<file path="src/rtl/fos_sched_pkg.sv">
//------------------------------------------------------------------------------
// Module   : fos_sched_pkg
// Purpose  : Shared types and widths for the time-multiplexed first-order IIR
//            scheduler: FSM state encoding, sample width and coefficient width.
// Ports    : none (package)
// Revision : 1.0 - initial release
//------------------------------------------------------------------------------
`default_nettype none

package fos_sched_pkg;

   localparam int DW = 32;   // sample / state / result width
   localparam int KW = 11;   // signed coefficient width

   typedef enum logic [1:0] {
      IDLE = 2'd0,
      ADD  = 2'd1,
      MULB = 2'd2,
      MULA = 2'd3
   } state_e;

endpackage

`default_nettype wire

</file>
<file path="src/rtl/rad4_reference2.sv">
//------------------------------------------------------------------------------
// Module   : rad4_reference2
// Purpose  : Combinational signed multiplier, radix-4 Booth recoded, returning
//            the low AW bits of signed(AW) x signed(BW). No saturation.
// Ports    : a_i  [AW-1:0]  multiplicand, two's complement
//            b_i  [BW-1:0]  multiplier, two's complement
//            p_o  [AW-1:0]  low AW bits of the product
// Revision : 1.0 - initial release
//------------------------------------------------------------------------------
`default_nettype none

module rad4_reference2 #(
   parameter int AW = 32,
   parameter int BW = 11
) (
   input  logic [AW-1:0] a_i,
   input  logic [BW-1:0] b_i,
   output logic [AW-1:0] p_o
);

   // One extra digit so the sign-extended multiplier is always fully covered,
   // whether BW is odd or even.
   localparam int ND = BW / 2 + 1;

   // Sign-extended multiplier with the implicit zero below bit 0.
   logic [2*ND:0]  bx_w;
   logic [AW-1:0]  pp_w;
   logic [AW-1:0]  sum_w;

   assign bx_w = {{(2*ND-BW){b_i[BW-1]}}, b_i, 1'b0};

   always_comb begin
      pp_w  = '0;
      sum_w = '0;
      for (int i = 0; i < ND; i++) begin
         case (bx_w[2*i +: 3])
            3'b001, 3'b010: pp_w = a_i;
            3'b011:         pp_w = a_i << 1;
            3'b100:         pp_w = -(a_i << 1);
            3'b101, 3'b110: pp_w = -a_i;
            default:        pp_w = '0;
         endcase
         sum_w = sum_w + (pp_w << (2*i));
      end
   end

   assign p_o = sum_w;

endmodule

`default_nettype wire

</file>
<file path="src/rtl/fos_mux_sched.sv">
//------------------------------------------------------------------------------
// Module   : fos_mux_sched
// Purpose  : Runs NCH first-order transposed-form IIR sections
//            (y = x + s, s' = b1*x + a1*y) through one shared 32x11 multiplier.
// Ports    : clk, reset (async, active low)
//            in_valid/in_ready/in_ch/in_data     sample input stream
//            out_valid/out_ready/out_ch/out_data result output stream
//            cfg_we/cfg_ch/cfg_a1/cfg_b1         coefficient write port
//            flush                               zero all s[] (IDLE only)
//            busy                                FSM not in IDLE
// Revision : 1.0 - initial release
//------------------------------------------------------------------------------
`default_nettype none

module fos_mux_sched
   import fos_sched_pkg::*;
#(
   parameter int NCH = 4,
   parameter int CW  = $clog2(NCH)
) (
   input  logic          clk,
   input  logic          reset,
   input  logic          in_valid,
   output logic          in_ready,
   input  logic [CW-1:0] in_ch,
   input  logic [DW-1:0] in_data,
   output logic          out_valid,
   input  logic          out_ready,
   output logic [CW-1:0] out_ch,
   output logic [DW-1:0] out_data,
   input  logic          cfg_we,
   input  logic [CW-1:0] cfg_ch,
   input  logic [KW-1:0] cfg_a1,
   input  logic [KW-1:0] cfg_b1,
   input  logic          flush,
   output logic          busy
);

   state_e        state_q;

   // Per-channel storage as flop arrays so reset and flush hit every channel.
   logic [KW-1:0] a1_q [NCH];
   logic [KW-1:0] b1_q [NCH];
   logic [DW-1:0] s_q  [NCH];

   // Working registers for the sample in flight; coefficients are snapshotted
   // at accept so later cfg writes cannot disturb it.
   logic [DW-1:0] x_q;
   logic [CW-1:0] ch_q;
   logic [KW-1:0] ka_q;
   logic [KW-1:0] kb_q;
   logic [DW-1:0] acc_q;

   logic          out_valid_q;
   logic [CW-1:0] out_ch_q;
   logic [DW-1:0] out_data_q;

   logic [DW-1:0] y_d;
   logic          out_free_d;
   logic [DW-1:0] mul_a_d;
   logic [KW-1:0] mul_b_d;
   logic [DW-1:0] mul_p_d;

   assign y_d        = x_q + s_q[ch_q];
   // Output register can take a new result if empty or draining this cycle.
   assign out_free_d = !out_valid_q || out_ready;

   // y is still held in out_data_q during MULA: the output register is only
   // ever loaded in ADD, and draining does not alter its contents.
   assign mul_a_d = (state_q == MULA) ? out_data_q : x_q;
   assign mul_b_d = (state_q == MULA) ? ka_q       : kb_q;

   rad4_reference2 #(
      .AW (DW),
      .BW (KW)
   ) u_mul (
      .a_i (mul_a_d),
      .b_i (mul_b_d),
      .p_o (mul_p_d)
   );

   always_ff @(posedge clk or negedge reset) begin
      if (!reset) begin
         state_q     <= IDLE;
         for (int k = 0; k < NCH; k++) begin
            a1_q[k] <= '0;
            b1_q[k] <= '0;
            s_q[k]  <= '0;
         end
         x_q         <= '0;
         ch_q        <= '0;
         ka_q        <= '0;
         kb_q        <= '0;
         acc_q       <= '0;
         out_valid_q <= 1'b0;
         out_ch_q    <= '0;
         out_data_q  <= '0;
      end else begin
         if (cfg_we) begin
            a1_q[cfg_ch] <= cfg_a1;
            b1_q[cfg_ch] <= cfg_b1;
         end

         if (out_valid_q && out_ready) begin
            out_valid_q <= 1'b0;
         end

         case (state_q)
            IDLE: begin
               // Flush lands on the same edge as an accept; s[] is only read
               // in ADD, so the accepted sample already sees the zeroed state.
               if (flush) begin
                  for (int k = 0; k < NCH; k++) begin
                     s_q[k] <= '0;
                  end
               end
               if (in_valid) begin
                  x_q     <= in_data;
                  ch_q    <= in_ch;
                  ka_q    <= a1_q[in_ch];
                  kb_q    <= b1_q[in_ch];
                  state_q <= ADD;
               end
            end
            ADD: begin
               if (out_free_d) begin
                  out_data_q  <= y_d;
                  out_ch_q    <= ch_q;
                  out_valid_q <= 1'b1;
                  state_q     <= MULB;
               end
            end
            MULB: begin
               acc_q   <= mul_p_d;
               state_q <= MULA;
            end
            MULA: begin
               s_q[ch_q] <= acc_q + mul_p_d;
               state_q   <= IDLE;
            end
            default: state_q <= IDLE;
         endcase
      end
   end

   assign in_ready  = (state_q == IDLE);
   assign busy      = (state_q != IDLE);
   assign out_valid = out_valid_q;
   assign out_ch    = out_ch_q;
   assign out_data  = out_data_q;

endmodule

`default_nettype wire
</file>
<file path="config.mk">
export PLATFORM = sky130hd
export DESIGN_NAME = fos_mux_sched
export DESIGN_NICKNAME = d
export VERILOG_FILES = /design/src/rtl/fos_sched_pkg.sv /design/src/rtl/rad4_reference2.sv /design/src/rtl/fos_mux_sched.sv
export SDC_FILE = /design/constraint.sdc
export NUM_CORES = 1
export LEC_CHECK = 0
export ABC_AREA = 0
export BUFFER_PORTS_ARGS = -buffer_cell sky130_fd_sc_hd__buf_2
export CORE_UTILIZATION = 27
export DETAILED_ROUTE_END_ITERATION = 12
export PLACE_DENSITY = 0.44
export SYNTH_ARGS = -nofsm -noshare
export SYNTH_HDL_FRONTEND = slang
export SYNTH_SLANG_ARGS = --single-unit
</file>
<file path="constraint.sdc">
create_clock -name clk -period 10.6 [get_ports clk]
set_clock_uncertainty 0.1 [all_clocks]
set_input_delay 0.53 -clock clk [delete_from_list [all_inputs] [get_ports clk]]
set_output_delay 0.53 -clock clk [all_outputs]
set_load 0.02 [all_outputs]
</file>
* Word level (Yosys, flattened, before mapping)
Cells that the tools add are included.
** Word-level totals
- Register bits after elaboration :: 341
- Input bits :: 64
- Output and inout port bits :: 37
** Operators by class
- Add/subtract/negate cells :: 9
- $lt $le $gt $ge :: 5
- Eq/ne operators :: 39
- Mux-type cells :: 32
- Bitwise gates (word level) :: 3
- Reduce and logical (&&, ||, !) cells :: 22
** Operators with widths (count)
- case mux 128 bit (2 select lines) :: 1
- adder 32 bit :: 7
- bitwise mux 128 bit :: 1
- two-way mux 128 bit :: 1
- two-way mux 32 bit :: 4
- case mux 30 bit (4 select lines) :: 1
- case mux 28 bit (4 select lines) :: 1
- case mux 26 bit (4 select lines) :: 1
- case mux 24 bit (4 select lines) :: 1
- case mux 32 bit (3 select lines) :: 1
- bitwise mux 44 bit :: 2
- case mux 22 bit (4 select lines) :: 1
- two-way mux 11 bit :: 6
- binary-select mux 32 bit (select 2 bit) :: 1
- demux 32 bit (select 2 bit) :: 1
- negator 32 bit :: 2
- equality test 3 bit, second input constant :: 15
- binary-select mux 11 bit (select 2 bit) :: 2
- equality test 3 x 2 -> 1 bit, second input constant :: 10
- demux 11 bit (select 2 bit) :: 1
- OR reduction 2 bit :: 10
- equality test 3 x 1 -> 1 bit, second input constant :: 5
- greater-or-equal comparator 3 bit, second input constant :: 3
- inverter 2 -> 3 bit :: 3
- 14 further kinds :: 29

* Longest topological paths before layout
Gate-level depths: netlist (run 1).
- Depth in word-level cells :: 13
- Depth in mapped cells :: 50
- Depth with buffers taken out :: 37

* By module
A second synthesis (run 1) with hierarchy kept.
** Unflattened totals
- Cell total of the unflattened synthesis :: 2934
- Area total of the unflattened synthesis :: 27925.5 sq um
** Modules (own cells, without submodules)
- fos_mux_sched :: times used 1, cells an instance 1394, area each 17544.3 sq um
- rad4_reference2 :: times used 1, cells an instance 1540, area each 10381.2 sq um

* Worst setup path before layout (run 1)
OpenSTA, ideal clock, no wires.
- Path type :: register -> register
- From :: register state_q[0]
- To :: register s_q[62] (netlist name)
- Arrival :: 10624 ps
- Required time :: 10379 ps
- Path slack :: -245 ps
- Cell stages (with the launch flop) :: 48
- Buffers on the path :: 14
- Cells stage by stage :: dfrtp_1 ha_1 buf_6 buf_6 buf_6 clkbuf_1 buf_2 buf_2 buf_2 buf_2 buf_2 buf_2 buf_2 mux2i_1 clkbuf_1 ha_1 clkbuf_1 nand3_1 [12 not listed] or3_1 o211a_1 o21ai_0 nand2b_1 a21oi_1 xnor2_1 ha_1 a21o_1 a21oi_1 a21boi_0 a211o_1 a21oi_1 o31ai_1 o31ai_1 nor3b_1 nor3_1 or3b_2 a22o_1
** Between the ends
- Word-level cells in the longest chain between the ends :: 13
** Ends and longest elaborated chain
- start: declaration :: line fos_mux_sched.sv:39 : state_e state_q;
- start signal: assignment :: line fos_mux_sched.sv:84 : state_q <= IDLE;
- start signal: assignment :: line fos_mux_sched.sv:122 : state_q <= ADD;
- start signal: assignment :: line fos_mux_sched.sv:130 : state_q <= MULB;
- equality test 2 bit * :: line fos_mux_sched.sv:70, fos_mux_sched.sv:71
- branches (longest 8 deep; another with negator 32 bit)
- adder 32 bit * :: line rad4_reference2.sv:43 : sum_w = sum_w + (pp_w << (2*i));
- named net mul_p_d[15] :: line fos_mux_sched.sv:62 : logic [DW-1:0] mul_p_d;
- adder 32 bit * :: line fos_mux_sched.sv:138 : s_q[ch_q] <= acc_q + mul_p_d;
- bitwise mux 128 bit * :: line fos_mux_sched.sv:138
- case mux 128 bit (2 select lines) * :: line fos_mux_sched.sv:108 : case (state_q)
- end signal: indexed assignment :: line fos_mux_sched.sv:138
- end: declaration :: line fos_mux_sched.sv:44 : logic [DW-1:0] s_q [NCH];
Mark *: on every way through the listed nets, which the timed path passes.
A chain may end at the register's enable or synchronous reset.

* Final worst setup path (run 1)
Ends and elaborated chain as after synthesis.

==> results of run 1 <==
-- path summary, 6_finish.rpt --
check,start,end,slack [ns],cells after the start
min in group asynchronous,reset,b1_q[14],0.43,2
hold / removal,in_data[19],x_q[19],0.06,2
setup / recovery,state_q[0],s_q[62],0.69,33
setup reg to reg,state_q[0],s_q[62],0.69,33
max in group asynchronous,reset,s_q[24],7.86,4
hold reg to reg,s_q[61],s_q[61],0.38,2
-- sequential cells by signal, summed over array words and instances, names as in the netlist --
| register | count |
|---|---|
| a1_q | 44 |
| acc_q | 32 |
| b1_q | 44 |
| ch_q | 2 |
| ka_q | 11 |
| kb_q | 11 |
| out_ch | 2 |
| out_data | 32 |
| out_valid | 1 |
| s_q | 128 |
| state_q | 2 |
| x_q | 32 |
-- cell type report --
cell class                      instances  area [µm²]
Fill cell                           10400       68800
Tap cell                             1298        1620
Clock inverter                         15         253
Inverter                              126         473
Clock buffer                           57        1190
Sequential cell                       341        8540
Timing Repair Buffer                  228        1510
Multi-Input combinational cell       2223       17600
-- cells in the final DEF (no fill, tap or decap), drive strengths merged, types with 98 or more instances in the layout --
cell type,count
a21oi,224
nor2,259
dfrtp,341
mux2,205
a22o,98
buf,227
nand2,225
ha,108
o21ai,186
inv,128
fa,98
-- stage by stage --
step / std cells / setup slack [ns] / utilization
5_1_grt: 4288 / 0.164 / 0.312
4_1_cts: 4288 / 0.782 / 0.312
6_report: 4288 / 0.691 / 0.312
2_1_floorplan: 2873 / 0.0226 / -
3_5_place_dp: 4215 / 0.852 / 0.297
3_3_place_gp: 4215 / 0.905 / 0.297
-- worst reg2reg max path, delay by kind of cell, from the launching register on --
| family | cells | cell delay [ns] |
|---|---|---|
| compound gates | 14 | 2.75 |
| xor+xnor | 1 | 0.19 |
| fa+ha+maj | 6 | 2.59 |
| buf+inv | 3 | 0.85 |
| flops | 1 | 0.43 |
| mux | 1 | 0.12 |
| simple gates | 8 | 2.76 |
-- logic make-up (layout without fill, tap and decap cells) --
| logic type | count (synthesis) | in the layout | synth area share |
|---|---|---|---|
| muxes | 311 | 311 | 0.149 |
| adders and majority gates | 206 | 206 | 0.122 |
| and+or+nand+nor | 679 | 679 | 0.110 |
| AOI/OAI and AO/OA | 890 | 890 | 0.216 |
| buffers and inverters | 309 | 426 | 0.0440 |
| DFF | 341 | 341 | 0.314 |
| xor gates and xnor gates | 137 | 137 | 0.0448 |
-- timing repair --
item                                    4_1_cts  5_1_grt
gates resized for setup                       0        1
endpoints found under the hold margin        88        0
endpoints found under the setup margin        0        4
hold buffers                                  1        0
-- metal layers --
layer / vias to the layer above / global-route usage
li1: 10700 / -
met1: 12100 / 0.308
met2: 1119 / 0.335
met3: 238 / 0.0301
met4: 2 / 0.0978
met5: - / 0
==> impl_metrics.ini, run 1 <==
[outcome]
status = finished clean

[drt]
viasPerCell = 5.66
wl_met3_mm = 7.54
routed_wl_mm = 113
dr.first_iter.drc_count = 2596
dr.pass1.iters = 10
dr_wl_met2_mm = 49.9
top_layer_used = met5
ant_nets = 0
wl_met1_mm = 50.3
drc_errors = 0
vias = 24200
wire_per_inst_um = 26.4

[synthesis]
syn_avg_cell_area_um2 = 9.47
netlist_instances = 2873
synthArstFlopShare = 1.00
ys.flop_type = dfrtp_1
synth_top_area_frac = 0.314
syn-num-nets = 3143
yosysWarnings = 0
ys_types = 75
seq_area_frac_synth = 0.314
synth_most_common_cell = dfrtp_1
synth_edf_count = 0
synth_top_area_cell = dfrtp_1
synth_seq_cells = 341
synthesis.area_um2 = 27200
yosys-top-cells-count = 341 x dfrtp_1, 259 x nor2_1, 225 x nand2_1
yosys-top-cells-area = dfrtp_1 31%, mux2_2 8.5%, fa_1 7.2%

[final_layout]
area_delta_synth_final_pct = 14.6
diodes = 0
final_area_um2 = 31200
layout.nets = 3230
drive_above_1_share = 0.199

[clock_tree]
cts_buffers = 40
cts_htree_levels = 2
path_clk_slew_ns = 0.06
cts_tree = built
clk_latency_ns = 0.59
clockBufferDepth = 3
cts_num_sinks = 341
postCtsSetupRepairBufs = 0
clockRootBuffer = clkbuf_16

[sta]
rsz0062_at_grt = no
fin_crit_sh = 0.935
hold_violations = 0
holdWs_ns = 0.0643
max_freq_mhz = 101
finalSetupViolCount = 0
tns_ns = 0
min_period_ns = 9.91
slew_headroom = 0.0870
maxSlewViolCount = 0
worstMarginPinSlew_ns = 1.36

[global_route]
grt_max_degree = 124
antenna_found_initial = 1
grt_pass1_vias = 23700
grt_pass1_wl_mm = 168
grt-ovfl-total = 0
grt_usage = 0.220

[floorplanning]
num_rows = 116
io_pins = 101
core_area_um2 = 100000
die-height_um = 319
start_util = 0.272
die-area_um2 = 102000
die_w_um = 319

[critical_path]
critPathArrivalTime_ns = 10.28
worstPathMaxFanout = 44
start_kind = register
crit_type = register to register
max_stage_delay_ns = 0.95
crit_buf_inv = 3
critical-path-top-delay-family = simple AND/OR/NAND/NOR gates
cp.required_ns = 10.97
end_kind = register
crit_slowest_cell = nor2_1

[place]
place_area_um2 = 29700
globalplace.congestion = 0.987
hpwl_mm = 83.0
io_buffer_count = 100

[run]
max_cap_violations = 0

[worst_hold_path]
hp-class = primary input to register
Power of run 1 is not shown: default switching activity piles up to over one toggle a cycle in this logic, so the estimate is an artifact.
==> run 2: changes to the inputs <==
Settings changed: REMOVE_ABC_BUFFERS set to 1.
==> run 2 against run 1 <==
Compared with the run above:
- worst setup slack better by 0.11 ns
- sequential share of layout area up 0.074 points
- non-clock buffer count down 8
- final cell count down 0.16%
- via count down 3.3%
- sequential cell count unchanged
- critical path depth unchanged
- routed wire length down 11%
- core utilization down 0.084 points
- first-iteration DRC count down 14%
- hold slack better by 0.013 ns
- critical path type unchanged
- largest cell class unchanged
==> impl_metrics.ini, run 2 (synthesized netlist as in run 1, its figures left out) <==
[sta]
slew_headroom = 0.317
fin_crit_sh = 0.924
finalSetupViolCount = 0
maxSlewViolCount = 0
tns_ns = 0
min_period_ns = 9.80
worstMarginPinSlew_ns = 1.02
hold_violations = 0
rsz0062_at_grt = no
max_freq_mhz = 102

[critical_path]
crit_slowest_cell = nor2_1
critPathArrivalTime_ns = 10.17
crit_type = register to register
critical-path-top-delay-family = adder cells
cp.required_ns = 10.97
end_kind = register
max_stage_delay_ns = 0.81
path_common_cell = a21oi_1
crit_buf_inv = 3
start_kind = register
worstPathMaxFanout = 38

[clock_tree]
clk_latency_ns = 0.58
path_clk_slew_ns = 0.06
cts_tree = built
cts_buffers = 42
cts_htree_levels = 2
cts_num_sinks = 341
clockBufferDepth = 3
clockRootBuffer = clkbuf_16

[floorplanning]
core_area_um2 = 100000
num_rows = 116
io_pins = 101
die-height_um = 319
start_util = 0.272
die-area_um2 = 102000
die_w_um = 319

[final_layout]
nFillCells = 10400
drive_above_1_share = 0.196
multi_input_area_um2 = 17600
layout.nets = 3224
layout_commonest_cell = dfrtp_1
diodes = 0
largestRegisters = s_q x128, a1_q x44, b1_q x44
seq_area_um2 = 8540
largest_reg_flops = 128
final_cell_mix = 339 x dfrtp_1, 256 x nor2_1, 224 x a21oi_1
largest-register = s_q
area_delta_synth_final_pct = 14.3

[global_route]
grt_max_degree = 151
grt-ovfl-total = 0
grt_use_met3 = 0.0256
grt_pass1_vias = 23500
antenna_found_initial = 2
grt_usage = 0.198
grt-busiest-layer = met2
met1_usage = 0.276
grt_util_met2 = 0.313
grt_pass1_wl_mm = 155

[place]
globalplace.congestion = 0.941
io_buffer_count = 100
hpwl_mm = 74.6

[worst_hold_path]
hp-class = primary input to register

[outcome]
status = finished clean

[drt]
ant_nets = 0
routed_wl_mm = 101
drc_errors = 0
viasPerCell = 5.48
dr.pass1.iters = 6
vias = 23400
wire_per_inst_um = 23.6
dr.first_iter.drc_count = 2240

[run]
max_cap_violations = 0
run 2: cell types whose count changed in the layout (fill, tap and decap cells not counted), sizes merged:
cell	change
clkbuf	+2
buf	-8
inv	+1
clkinvlp	-2
run 2: worst register-to-register path: cells and delay by family, from the launching register on:
kind                     cells  cell delay, ns
AND/OR/NAND/NOR              9            2.66
flip-flops                   1            0.44
multiplexers                 1            0.46
XOR/XNOR                     1            0.18
buffers and inverters        3            0.59
AO/OA/AOI/OAI               13            2.56
adder cells (fa/ha/maj)      6            2.69
run 2: what timing repair did:
action | CTS | global route
setup buffers | 0 | 0
hold buffers | 1 | 0
endpoints found under the hold margin | 104 | 0
endpoints found under the setup margin | 0 | 2
gates resized for setup | 0 | 1
run 2: per-stage QoR:
step / instances / util / setup slack [ns] / hold WS [ns] / area (µm²)
after floorplan: 2690 / - / -2.24 / 0.134 / 26500
after global routing: 4281 / 0.311 / 0.0759 / 0.0597 / 31100
after detailed placement: 4207 / 0.297 / 0.662 / 0.368 / 29700
after CTS: 4281 / 0.311 / 0.633 / 0.0460 / 31100
final: 4281 / 0.311 / 0.802 / 0.0778 / 31100
after global placement: 4207 / 0.297 / 0.727 / 0.359 / 29700
run 2: area by class of cell:
type                            count  share of cell area
Timing Repair Buffer              220              0.0459
Clock buffer                       59              0.0391
Tap cell                         1298              0.0522
Inverter                          126              0.0152
Clock inverter                     14             0.00700
Multi-Input combinational cell   2223               0.566
Sequential cell                   341               0.274
run 2: path summary, 6_finish.rpt:
check                            startpoint  cells after the start  slack, ns  endpoint
worst min-delay path            in_data[22]                      2       0.08   x_q[22]
max in group asynchronous             reset                      4       7.86  a1_q[37]
min in group asynchronous             reset                      2       0.56   x_q[27]
worst min register to register       s_q[2]                      2       0.38    s_q[2]
worst max-delay path             state_q[0]                     33       0.80   s_q[62]
worst max register to register   state_q[0]                     33       0.80   s_q[62]
run 2: layer usage:
metal | up-vias | share of wire
met3 | 180 | 0.063
met1 | 11600 | 0.45
met4 | 0 | 0.035
li1 | 10700 | -
met2 | 946 | 0.45
met5 | - | 0
Power of run 2 is left out for the same reason.
